`config.mk`:
```
export PLATFORM = sky130hd
export DESIGN_NAME = lcd_reader_flat
export DESIGN_NICKNAME = d
export VERILOG_FILES = /design/src/rtl/lcd_reader_if.sv /design/src/rtl/lcd_reader.sv /design/src/flat_wrapper.sv
export SDC_FILE = /design/constraint.sdc
export NUM_CORES = 1
export LEC_CHECK = 0
export ABC_AREA = 1
export BUFFER_PORTS_ARGS = -buffer_cell sky130_fd_sc_hd__buf_2
export CAP_MARGIN = 5
export CORE_UTILIZATION = 36
export DETAILED_ROUTE_END_ITERATION = 8
export GPL_ROUTABILITY_DRIVEN = 0
export GPL_TIMING_DRIVEN = 0
export HOLD_SLACK_MARGIN = 0.15
export PLACE_DENSITY = 0.66
export SLEW_MARGIN = 20
export SYNTH_ARGS = -nofsm -noshare
export SYNTH_HDL_FRONTEND = slang
export SYNTH_SLANG_ARGS = --single-unit
```
`constraint.sdc`:
```
create_clock -name clock -period 1.8 [get_ports clock]
set_clock_uncertainty 0.1 [all_clocks]
set_input_delay 0.18 -clock clock [delete_from_list [all_inputs] [get_ports clock]]
set_output_delay 0.18 -clock clock [all_outputs]
set_load 0.1 [all_outputs]
```
`src/rtl/lcd_reader_if.sv`:
```
// Host-side request/response and LCD bus pins of the LCD read engine.
interface lcd_reader_if;
  logic       req;
  logic       rs_sel;
  logic       poll;
  logic       ready;
  logic       done;
  logic [7:0] rdata;
  logic       busy_flag;
  logic [6:0] addr_counter;
  logic       timeout;
  logic       bus_own;
  logic [7:0] LCD_DATA_IN;
  logic       LCD_EN;
  logic       LCD_RS;
  logic       LCD_RW;

  // Reader side: takes requests and drives the LCD control pins.
  modport slave (
    input  req, rs_sel, poll, LCD_DATA_IN,
    output ready, done, rdata, busy_flag, addr_counter, timeout, bus_own,
           LCD_EN, LCD_RS, LCD_RW
  );

  // Requester / environment side.
  modport master (
    output req, rs_sel, poll, LCD_DATA_IN,
    input  ready, done, rdata, busy_flag, addr_counter, timeout, bus_own,
           LCD_EN, LCD_RS, LCD_RW
  );
endinterface

```
`src/rtl/lcd_reader.sv`:
```
// HD44780-style LCD read engine: one timed read access (setup, EN pulse,
// hold, recovery), optionally repeated as a busy-flag poll until BF clears
// or the poll budget runs out.
module lcd_reader #(
  parameter int T_AS      = 8,
  parameter int T_PW      = 25,
  parameter int T_H       = 2,
  parameter int T_REC     = 15,
  parameter int MAX_POLLS = 255
) (
  input  logic      clock,
  input  logic      reset,
  lcd_reader_if.slave bus
);
  // A zero parameter still costs one cycle.
  localparam int AS_E  = (T_AS  < 1) ? 1 : T_AS;
  localparam int PW_E  = (T_PW  < 1) ? 1 : T_PW;
  localparam int H_E   = (T_H   < 1) ? 1 : T_H;
  localparam int REC_E = (T_REC < 1) ? 1 : T_REC;
  localparam int MP_E  = (MAX_POLLS < 1) ? 1 : MAX_POLLS;

  localparam int MAX_A = (AS_E > PW_E) ? AS_E : PW_E;
  localparam int MAX_B = (H_E > REC_E) ? H_E : REC_E;
  localparam int MAXT  = (MAX_A > MAX_B) ? MAX_A : MAX_B;
  localparam int CW    = (MAXT < 2) ? 1 : $clog2(MAXT);
  localparam int PCW   = (MP_E < 2) ? 1 : $clog2(MP_E);

  // Counter reload values: a state lasts (load + 1) cycles.
  localparam logic [CW-1:0]  AS_LD   = CW'(AS_E - 1);
  localparam logic [CW-1:0]  PW_LD   = CW'(PW_E - 1);
  localparam logic [CW-1:0]  H_LD    = CW'(H_E - 1);
  localparam logic [CW-1:0]  REC_LD  = CW'(REC_E - 1);
  localparam logic [PCW-1:0] PC_LAST = PCW'(MP_E - 1);

  typedef enum logic [2:0] {IDLE, SETUP, EN_HIGH, HOLD, RECOVER} state_t;

  state_t         state;
  logic [CW-1:0]  cnt;
  logic [PCW-1:0] poll_cnt;
  logic           poll_mode;
  logic           ready_q, done_q, timeout_q, bus_own_q;
  logic           lcd_en_q, lcd_rs_q, lcd_rw_q;
  logic [7:0]     rdata_q;
  logic           bf_q;
  logic [6:0]     ac_q;

  assign bus.ready        = ready_q;
  assign bus.done         = done_q;
  assign bus.rdata        = rdata_q;
  assign bus.busy_flag    = bf_q;
  assign bus.addr_counter = ac_q;
  assign bus.timeout      = timeout_q;
  assign bus.bus_own      = bus_own_q;
  assign bus.LCD_EN       = lcd_en_q;
  assign bus.LCD_RS       = lcd_rs_q;
  assign bus.LCD_RW       = lcd_rw_q;

  // Access sequencer with all outputs registered on the state transitions.
  always_ff @(posedge clock or negedge reset) begin
    if (!reset) begin
      state     <= IDLE;
      cnt       <= '0;
      poll_cnt  <= '0;
      poll_mode <= 1'b0;
      ready_q   <= 1'b1;
      done_q    <= 1'b0;
      timeout_q <= 1'b0;
      bus_own_q <= 1'b0;
      lcd_en_q  <= 1'b0;
      lcd_rs_q  <= 1'b0;
      lcd_rw_q  <= 1'b0;
      rdata_q   <= '0;
      bf_q      <= 1'b0;
      ac_q      <= '0;
    end else begin
      done_q <= 1'b0;
      case (state)
        IDLE: begin
          if (bus.req) begin
            lcd_rs_q  <= bus.rs_sel;
            poll_mode <= bus.poll & ~bus.rs_sel;
            poll_cnt  <= '0;
            timeout_q <= 1'b0;
            ready_q   <= 1'b0;
            lcd_rw_q  <= 1'b1;
            bus_own_q <= 1'b1;
            cnt       <= AS_LD;
            state     <= SETUP;
          end
        end
        SETUP: begin
          if (cnt == '0) begin
            lcd_en_q <= 1'b1;
            cnt      <= PW_LD;
            state    <= EN_HIGH;
          end else cnt <= cnt - 1'b1;
        end
        EN_HIGH: begin
          if (cnt == '0) begin
            // Sample the bus on the last EN-high cycle, while data is valid.
            lcd_en_q <= 1'b0;
            rdata_q  <= bus.LCD_DATA_IN;
            if (!lcd_rs_q) begin
              bf_q <= bus.LCD_DATA_IN[7];
              ac_q <= bus.LCD_DATA_IN[6:0];
            end
            cnt   <= H_LD;
            state <= HOLD;
          end else cnt <= cnt - 1'b1;
        end
        HOLD: begin
          if (cnt == '0) begin
            cnt   <= REC_LD;
            state <= RECOVER;
          end else cnt <= cnt - 1'b1;
        end
        RECOVER: begin
          if (cnt == '0) begin
            if (poll_mode && rdata_q[7] && (poll_cnt < PC_LAST)) begin
              poll_cnt <= poll_cnt + 1'b1;
              cnt      <= AS_LD;
              state    <= SETUP;
            end else begin
              done_q    <= 1'b1;
              timeout_q <= poll_mode & rdata_q[7];
              ready_q   <= 1'b1;
              lcd_rw_q  <= 1'b0;
              bus_own_q <= 1'b0;
              state     <= IDLE;
            end
          end else cnt <= cnt - 1'b1;
        end
        default: begin
          lcd_en_q  <= 1'b0;
          lcd_rw_q  <= 1'b0;
          bus_own_q <= 1'b0;
          ready_q   <= 1'b1;
          state     <= IDLE;
        end
      endcase
    end
  end
endmodule
```
`src/flat_wrapper.sv`:
```
// flat-port wrapper written by rule: the top's interface ports become plain ports
module lcd_reader_flat 
#(
  parameter int T_AS      = 8,
  parameter int T_PW      = 25,
  parameter int T_H       = 2,
  parameter int T_REC     = 15,
  parameter int MAX_POLLS = 255
)
  (clock, reset, bus_req, bus_rs_sel, bus_poll, bus_LCD_DATA_IN, bus_ready, bus_done, bus_rdata, bus_busy_flag, bus_addr_counter, bus_timeout, bus_bus_own, bus_LCD_EN, bus_LCD_RS, bus_LCD_RW);
  lcd_reader_if bus_i ();
  input  logic clock;
  input  logic reset;
  input wire logic [$bits(bus_i.req)-1:0] bus_req;
  input wire logic [$bits(bus_i.rs_sel)-1:0] bus_rs_sel;
  input wire logic [$bits(bus_i.poll)-1:0] bus_poll;
  input wire logic [$bits(bus_i.LCD_DATA_IN)-1:0] bus_LCD_DATA_IN;
  output wire logic [$bits(bus_i.ready)-1:0] bus_ready;
  output wire logic [$bits(bus_i.done)-1:0] bus_done;
  output wire logic [$bits(bus_i.rdata)-1:0] bus_rdata;
  output wire logic [$bits(bus_i.busy_flag)-1:0] bus_busy_flag;
  output wire logic [$bits(bus_i.addr_counter)-1:0] bus_addr_counter;
  output wire logic [$bits(bus_i.timeout)-1:0] bus_timeout;
  output wire logic [$bits(bus_i.bus_own)-1:0] bus_bus_own;
  output wire logic [$bits(bus_i.LCD_EN)-1:0] bus_LCD_EN;
  output wire logic [$bits(bus_i.LCD_RS)-1:0] bus_LCD_RS;
  output wire logic [$bits(bus_i.LCD_RW)-1:0] bus_LCD_RW;
  assign bus_i.req = bus_req;
  assign bus_i.rs_sel = bus_rs_sel;
  assign bus_i.poll = bus_poll;
  assign bus_i.LCD_DATA_IN = bus_LCD_DATA_IN;
  assign bus_ready = bus_i.ready;
  assign bus_done = bus_i.done;
  assign bus_rdata = bus_i.rdata;
  assign bus_busy_flag = bus_i.busy_flag;
  assign bus_addr_counter = bus_i.addr_counter;
  assign bus_timeout = bus_i.timeout;
  assign bus_bus_own = bus_i.bus_own;
  assign bus_LCD_EN = bus_i.LCD_EN;
  assign bus_LCD_RS = bus_i.LCD_RS;
  assign bus_LCD_RW = bus_i.LCD_RW;
  lcd_reader #(.T_AS(T_AS), .T_PW(T_PW), .T_H(T_H), .T_REC(T_REC), .MAX_POLLS(MAX_POLLS)) u_core (.clock(clock), .reset(reset), .bus(bus_i));
endmodule
```
Word-level counts from Yosys, hierarchy flattened
Index checks and enable logic that the tools add are counted.
{"block": "word_totals", "ff_bits": 39, "in_bits": 13, "word_cells": 86}
{"block": "classes", "add_sub_neg": 2, "magnitude_cmp": 1, "n_eq_ne": 12, "muxes": 35, "bitwise": 6, "n_reduce_logical": 17}
{"cell": "2-to-1 mux 5 bit", "n": 6}
{"cell": "one-hot mux 5 bit (5 select lines)", "n": 1}
{"cell": "2-to-1 mux 8 bit", "n": 3}
{"cell": "one-hot mux 8 bit (2 select lines)", "n": 1}
{"cell": "2-to-1 mux 3 bit", "n": 5}
{"cell": "one-hot mux 3 bit (5 select lines)", "n": 1}
{"cell": "2-to-1 mux 1 bit", "n": 14}
{"cell": "AND reduction 4 bit", "n": 3}
{"cell": "!= test 2 x 1 -> 1 bit (second input constant)", "n": 5}
{"cell": "one-hot mux 1 bit (3 select lines)", "n": 3}
{"cell": "AND reduction 3 bit", "n": 3}
{"cell": "adder 8 x 1 -> 8 bit (second input constant)", "n": 1}
{"cell": "< comparator 8 bit (second input constant)", "n": 1}
{"cell": "== test 3 x 2 -> 1 bit (second input constant)", "n": 2}
{"cell": "OR reduction 3 bit", "n": 2}
{"cell": "zero test 5 bit", "n": 1}
{"cell": "AND reduction 5 bit", "n": 1}
{"cell": "nonzero test 5 bit", "n": 1}
{"cell": "subtractor 5 x 1 -> 5 bit (second input constant)", "n": 1}
{"cell": "!= test 2 bit (second input constant)", "n": 2}
{"cell": "inverter 1 bit", "n": 4}
{"cell": "AND reduction 2 bit", "n": 2}
{"cell": "== test 3 x 1 -> 1 bit (second input constant)", "n": 1}
{"cell": "== test 3 bit (second input constant)", "n": 1}
{"cell": "other kinds (6)", "n": 8}

Logic depth before layout (Yosys ltp)
{"block": "logic_depth", "ltp_word": 5, "mapped_depth": 9}

Worst setup path after synthesis
No wires, ideal clock.
{"block": "synth_timing", "path_kind": "flip-flop to flip-flop", "start": "register u_core.rdata_q[7] (netlist: u_core.bus.rdata[7])", "end": "register u_core.poll_cnt[6]", "setup_time_ps": 116, "t_arrival_ps": 1709, "path_slack_ps": -126, "path_stages_with_launch": 8, "n_path_buf": 0, "period_less_slack_ps": 1926, "cell_sequence": "dfrtp_1 -> nand2_1 -> nor2_4 -> nand2_4 -> nand2_2 -> nand2_4 -> nand2_1 -> nand2_1"}
{"block": "synth_via", "elab_chain_cells": 4}
{"element": "start: declaration", "line_no": "lcd_reader.sv:43", "rtl": "logic [7:0] rdata_q;"}
{"element": "start signal: assignment", "line_no": "lcd_reader.sv:102", "rtl": "rdata_q <= bus.LCD_DATA_IN;"}
{"element": "logical AND 1 bit (2 in a row)", "line_no": "lcd_reader.sv:119", "rtl": "if (poll_mode && rdata_q[7] && (poll_cnt < PC_LAST)) begin"}
{"element": "!= test 2 x 1 -> 1 bit (no source line)"}
{"element": "AND reduction 4 bit (no source line)"}
{"element": "end signal: assignment", "line_no": "lcd_reader.sv:120", "rtl": "poll_cnt <= poll_cnt + 1'b1;"}
{"element": "end: declaration", "line_no": "lcd_reader.sv:39", "rtl": "logic [PCW-1:0] poll_cnt;"}
No other way between the ends.
A chain may end at the register's enable or synchronous reset.

Worst setup path in the final report
{"block": "layout_timing", "start": "register u_core.state[1]", "end": "register u_core.state[0]"}
{"block": "layout_via", "elab_chain_cells": 3}
{"element": "start: declaration", "line_no": "lcd_reader.sv:37", "rtl": "state_t state;"}
{"element": "start signal: assignment", "line_no": "lcd_reader.sv:61", "rtl": "state <= IDLE;"}
{"element": "start signal: assignment", "line_no": "lcd_reader.sv:88", "rtl": "state <= SETUP;"}
{"element": "start signal: assignment", "line_no": "lcd_reader.sv:95", "rtl": "state <= EN_HIGH;"}
{"element": "== test 3 x 2 -> 1 bit (tied with other cells)", "line_no": "lcd_reader.sv:77", "rtl": "case (state)"}
{"element": "!= test 2 x 1 -> 1 bit (no source line) or != test 2 bit (tied branches)"}
{"element": "AND reduction 5 bit (no source line)"}
Several ways; a longest one is shown, not always the timed one.

==> metrics.txt <==
# TYPE chip_impl_metric gauge
chip_impl_metric{name="yosys_register_bits",unit=""} 39
chip_impl_metric{name="setup_viol",unit=""} 0
chip_impl_metric{name="mapped_cells",unit=""} 262
chip_impl_metric{name="detail-route-antenna-nets",unit=""} 0
chip_impl_info{name="run_status",value="complete, no violations"} 1
chip_impl_metric{name="worst_pin_slew",unit="ps"} 874
chip_impl_metric{name="synth.mux.area_fraction",unit="%"} 0
chip_impl_metric{name="finalSetupTns",unit="ps"} 0
chip_impl_info{name="crit_top_cell",value="nand2_1"} 1
chip_impl_metric{name="global_route.usage.total",unit="%"} 17.4
chip_impl_metric{name="cp_slowest_stage_delay",unit="ps"} 440
chip_impl_metric{name="clock_tree_buf_depth",unit=""} 2
chip_impl_metric{name="drt-initial-drc-count",unit=""} 95
chip_impl_metric{name="layout_fillers",unit=""} 557
chip_impl_info{name="synth_top_family_by_area",value="simple AND/OR/NAND/NOR gates"} 1
chip_impl_metric{name="worst-path-max-fanout",unit=""} 10
chip_impl_metric{name="power.ir.vdd_worst",unit="µV"} 1560
chip_impl_info{name="worst_setup_path_end_kind",value="flop"} 1
chip_impl_metric{name="syn_to_final_growth",unit="%"} 24.9
chip_impl_metric{name="worstPathRequired",unit="ps"} 1880
chip_impl_metric{name="total_design_power",unit="W"} 0.00523
chip_impl_metric{name="grt_max_degree",unit=""} 40
chip_impl_metric{name="vias_per_std_cell",unit=""} 4.71
chip_impl_info{name="setup_repair_after_global_routing_missed_its_margin",value="false"} 1
chip_impl_metric{name="drc_errors",unit=""} 0
chip_impl_metric{name="power.combinational.fraction",unit="%"} 58.9
chip_impl_metric{name="grt_antenna_before_repair",unit=""} 0
chip_impl_metric{name="share_seq_of_total_power",unit="%"} 26.5
chip_impl_metric{name="post_cts_setup_repair_bufs",unit=""} 0
chip_impl_metric{name="postSynth.asyncResetShare",unit="%"} 100
chip_impl_metric{name="post_synth_and_or_nand_nor_area_fraction",unit="%"} 36.6
chip_impl_metric{name="cap_violations",unit=""} 0
chip_impl_metric{name="worst_setup_hold_path_clk_slew",unit="ps"} 90
chip_impl_metric{name="vias",unit=""} 1831
chip_impl_metric{name="max-slew-margin-rel",unit="%"} 41.8
chip_impl_info{name="class_of_the_tightest_hold_or_removal_check",value="flop to flop"} 1
chip_impl_metric{name="avgSynthCellArea",unit="µm²"} 7.95
chip_impl_metric{name="initial_cell_density_of_the_core",unit="%"} 37.6
chip_impl_metric{name="synth.yosys.seq_area_share",unit="%"} 46.9
chip_impl_metric{name="diodes",unit=""} 0
chip_impl_metric{name="die_area",unit="µm²"} 6090
chip_impl_metric{name="cp.buffers_inverters",unit=""} 2
chip_impl_metric{name="yosys.area_share.adder",unit="%"} 1.20
chip_impl_metric{name="port-buffer-count",unit=""} 35
chip_impl_metric{name="post_route_cells_drive_above_1_share",unit="%"} 25.6
chip_impl_metric{name="via_count_of_the_first_global_routing_pass",unit=""} 1824
chip_impl_metric{name="synth_compound_area_share",unit="%"} 8.41
chip_impl_metric{name="period_needed",unit="ps"} 1610
chip_impl_info{name="critical-path-slowest-cell",value="dfrtp_1"} 1
chip_impl_metric{name="rows",unit=""} 27
chip_impl_metric{name="grt_first_pass_wirelength",unit="mm"} 8.31
chip_impl_metric{name="switching_power",unit="W"} 0.00299
chip_impl_info{name="clock-root-buffer",value="clkbuf_8"} 1
chip_impl_metric{name="final.period_utilization",unit="%"} 89.3
chip_impl_metric{name="power_frac_clock",unit="%"} 14.6
chip_impl_metric{name="detailed_route_wire_length",unit="mm"} 4.59
chip_impl_metric{name="total_leakage_power",unit="nW"} 1.31
chip_impl_metric{name="synth_xor_xnor_area_share",unit="%"} 0.420
chip_impl_metric{name="clock-sinks",unit=""} 39
chip_impl_info{name="timing.critical_path.max_delay_family",value="simple AND/OR/NAND/NOR gates"} 1
chip_impl_metric{name="clk_latency",unit="ps"} 300
chip_impl_info{name="most-common-layout-cells",value="nand2_1, dfrtp_1, buf_2, nor2_1, inv_1"} 1
chip_impl_metric{name="number_of_buffers_inserted_during_clock_tree_synthesis",unit=""} 5
chip_impl_info{name="cp-start-kind",value="flop"} 1
chip_impl_info{name="tritoncts_clock_tree",value="done"} 1
chip_impl_info{name="layout.cells.most_common",value="nand2_1"} 1
chip_impl_metric{name="report.final.hold_viol_count",unit=""} 0
chip_impl_metric{name="dpl.hpwl",unit="mm"} 3.29
chip_impl_info{name="cp_cell_sequence",value="nor2_2 -> nand2_2 -> buf_6 -> nand2_4 -> nand2_1 -> nand2_1 -> inv_2 -> nand2_1 -> nand2_1"} 1
chip_impl_metric{name="first_pass_iters",unit=""} 4
chip_impl_metric{name="global_route.overflow_total",unit=""} 0
chip_impl_metric{name="max_freq",unit="MHz"} 622
chip_impl_metric{name="design.final.nets",unit=""} 331
chip_impl_metric{name="sw_frac_of_total",unit="%"} 57.1
chip_impl_metric{name="routed_wire_length_per_instance",unit="µm"} 11.8
chip_impl_metric{name="multi_input_comb_area",unit="µm²"} 986
chip_impl_metric{name="floorplan.core_area",unit="µm²"} 5540
chip_impl_metric{name="syn_nets",unit=""} 277
chip_impl_metric{name="synth_cell_type_count",unit=""} 28
chip_impl_metric{name="synth_warnings",unit=""} 0
chip_impl_info{name="ys_dominant_reg_cell",value="dfrtp_1"} 1
chip_impl_metric{name="synth_enable_flop_cells",unit=""} 0
chip_impl_metric{name="internal_power_component",unit="W"} 0.00224
chip_impl_metric{name="worstPathArrival",unit="ps"} 1690
chip_impl_metric{name="regArea",unit="µm²"} 978
chip_impl_metric{name="depth_of_the_cts_h_tree",unit=""} 2
chip_impl_metric{name="power.density",unit="nW/µm²"} 2010
chip_impl_metric{name="post_synth_instance_area",unit="µm²"} 2080
chip_impl_metric{name="fp.dieW",unit="µm"} 78.1
chip_impl_metric{name="chipHeight",unit="µm"} 78.1
chip_impl_metric{name="final_max_slew_viol_count",unit=""} 0
chip_impl_metric{name="io_pins",unit=""} 36
chip_impl_info{name="criticalPathCategory",value="flop to flop"} 1
==> timing repair <==
action,in CTS,in global routing
gates resized for setup,0,4
endpoints found under the hold margin,57,0
hold buffers,12,0
endpoints found under the setup margin,0,19
==> per-stage QoR <==
stage / setup WS (ps) / hold WS [ps] / area [µm²] / util (%) / std cells
5_1_grt: 41.9 / 389 / 2600 / 47.0 / 389
3_3_place_gp: 69.7 / 259 / 2350 / 42.4 / 369
3_5_place_dp: 49.0 / 264 / 2350 / 42.4 / 369
2_1_floorplan: 39.6 / -216 / 2080 / - / 262
4_1_cts: 32.9 / 380 / 2590 / 46.7 / 389
6_report: 193 / 373 / 2600 / 47.0 / 389
==> Yosys cell counts (2+ instances only) <==
cell type,count,area [µm²]
a21oi_1,7,35.0
o21bai_1,2,15.0
nor2_1,24,90.1
o21ai_2,6,52.6
nand2_1,96,360
nand3_1,17,85.1
inv_2,4,15.0
inv_1,20,75.1
buf_6,2,22.5
nand2_2,7,43.8
o21ai_0,10,50.1
dfrtp_1,38,951
nand2_4,4,45.0
nor2_4,3,33.8
nand4_1,4,25.0
nor3_1,2,10.0
buf_4,3,22.5
ha_1,2,25.0
nand3b_1,2,15.0
==> power by group through the flow <==
| stage | Sequential, W | Combinational, W | Clock [W] |
|---|---|---|---|
| after floorplan | 0.00266 | 0.00125 | 0 |
| after global placement | 0.00139 | 0.00302 | 0 |
| after detailed placement | 0.00140 | 0.00306 | 0 |
| after CTS | 0.00139 | 0.00308 | 0.000783 |
| after global routing | 0.00143 | 0.00336 | 0.000809 |
| final | 0.00139 | 0.00308 | 0.000764 |
==> flip-flops by register name, indices dropped and copies added (netlist names) <==
register,cells
u_core.bus.ready,1
u_core.bus.LCD_EN,1
u_core.cnt,5
u_core.bus.addr_counter,7
u_core.bus.bus_own,1
u_core.bus.rdata,8
u_core.bus.timeout,1
u_core.bus.busy_flag,1
u_core.poll_mode,1
u_core.bus.LCD_RS,1
u_core.bus.done,1
u_core.state,3
u_core.poll_cnt,8
==> cell type report <==
type	count	area share [%]
clock inverter	3	1.83
sequential	39	37.6
multi-input combinational	194	37.9
buffer	5	1.73
inverter	24	3.46
tap	72	3.46
clock buffer	5	2.65
timing repair buffer	47	11.4
==> cells by family (layout without fill, tap and decap cells) <==
kind of cell,after synthesis,in the layout
DFF,39,39
buffers and inverters,29,84
AOI/OAI and AO/OA,28,28
adders and majority gates,2,2
xor gates and xnor gates,1,1
and+or+nand+nor,163,163
==> metal layers <==
layer | routed length [µm] | part of all wire (%) | vias to the layer above | global-route usage [%]
li1 | - | - | 939 | -
met1 | 2010 | 44 | 840 | 20.0
met2 | 2270 | 49 | 47 | 31.0
met3 | 252 | 5.5 | 5 | 4.53
met4 | 62 | 1.3 | 0 | 6.11
met5 | 0 | 0 | - | 0
==> worst paths after layout <==
kind,to,slack (ps),depth (start not counted),startpoint
hold / removal,u_core.bus.ready$_DFFE_PN1P_,370,2,u_core.bus.ready$_DFFE_PN1P_
max in group asynchronous,u_core.bus.rdata[7]$_DFFE_PN0P_,570,2,reset
hold reg to reg,u_core.bus.ready$_DFFE_PN1P_,370,2,u_core.bus.ready$_DFFE_PN1P_
setup / recovery,u_core.state[0]$_DFFE_PN0P_,190,9,u_core.state[1]$_DFFE_PN0P_
setup reg to reg,u_core.state[0]$_DFFE_PN0P_,190,9,u_core.state[1]$_DFFE_PN0P_
min in group asynchronous,u_core.poll_cnt[3]$_DFFE_PN0P_,420,2,reset
==> worst register-to-register path, stage by stage, from the launching register on <==
cell and delay [ps]:
dfrtp_1 440, nor2_2 230, nand2_2 120, buf_6 170
nand2_4 100, nand2_1 50, nand2_1 90, inv_2 60
nand2_1 70, nand2_1 50
Power figures use the tool's default switching activity.
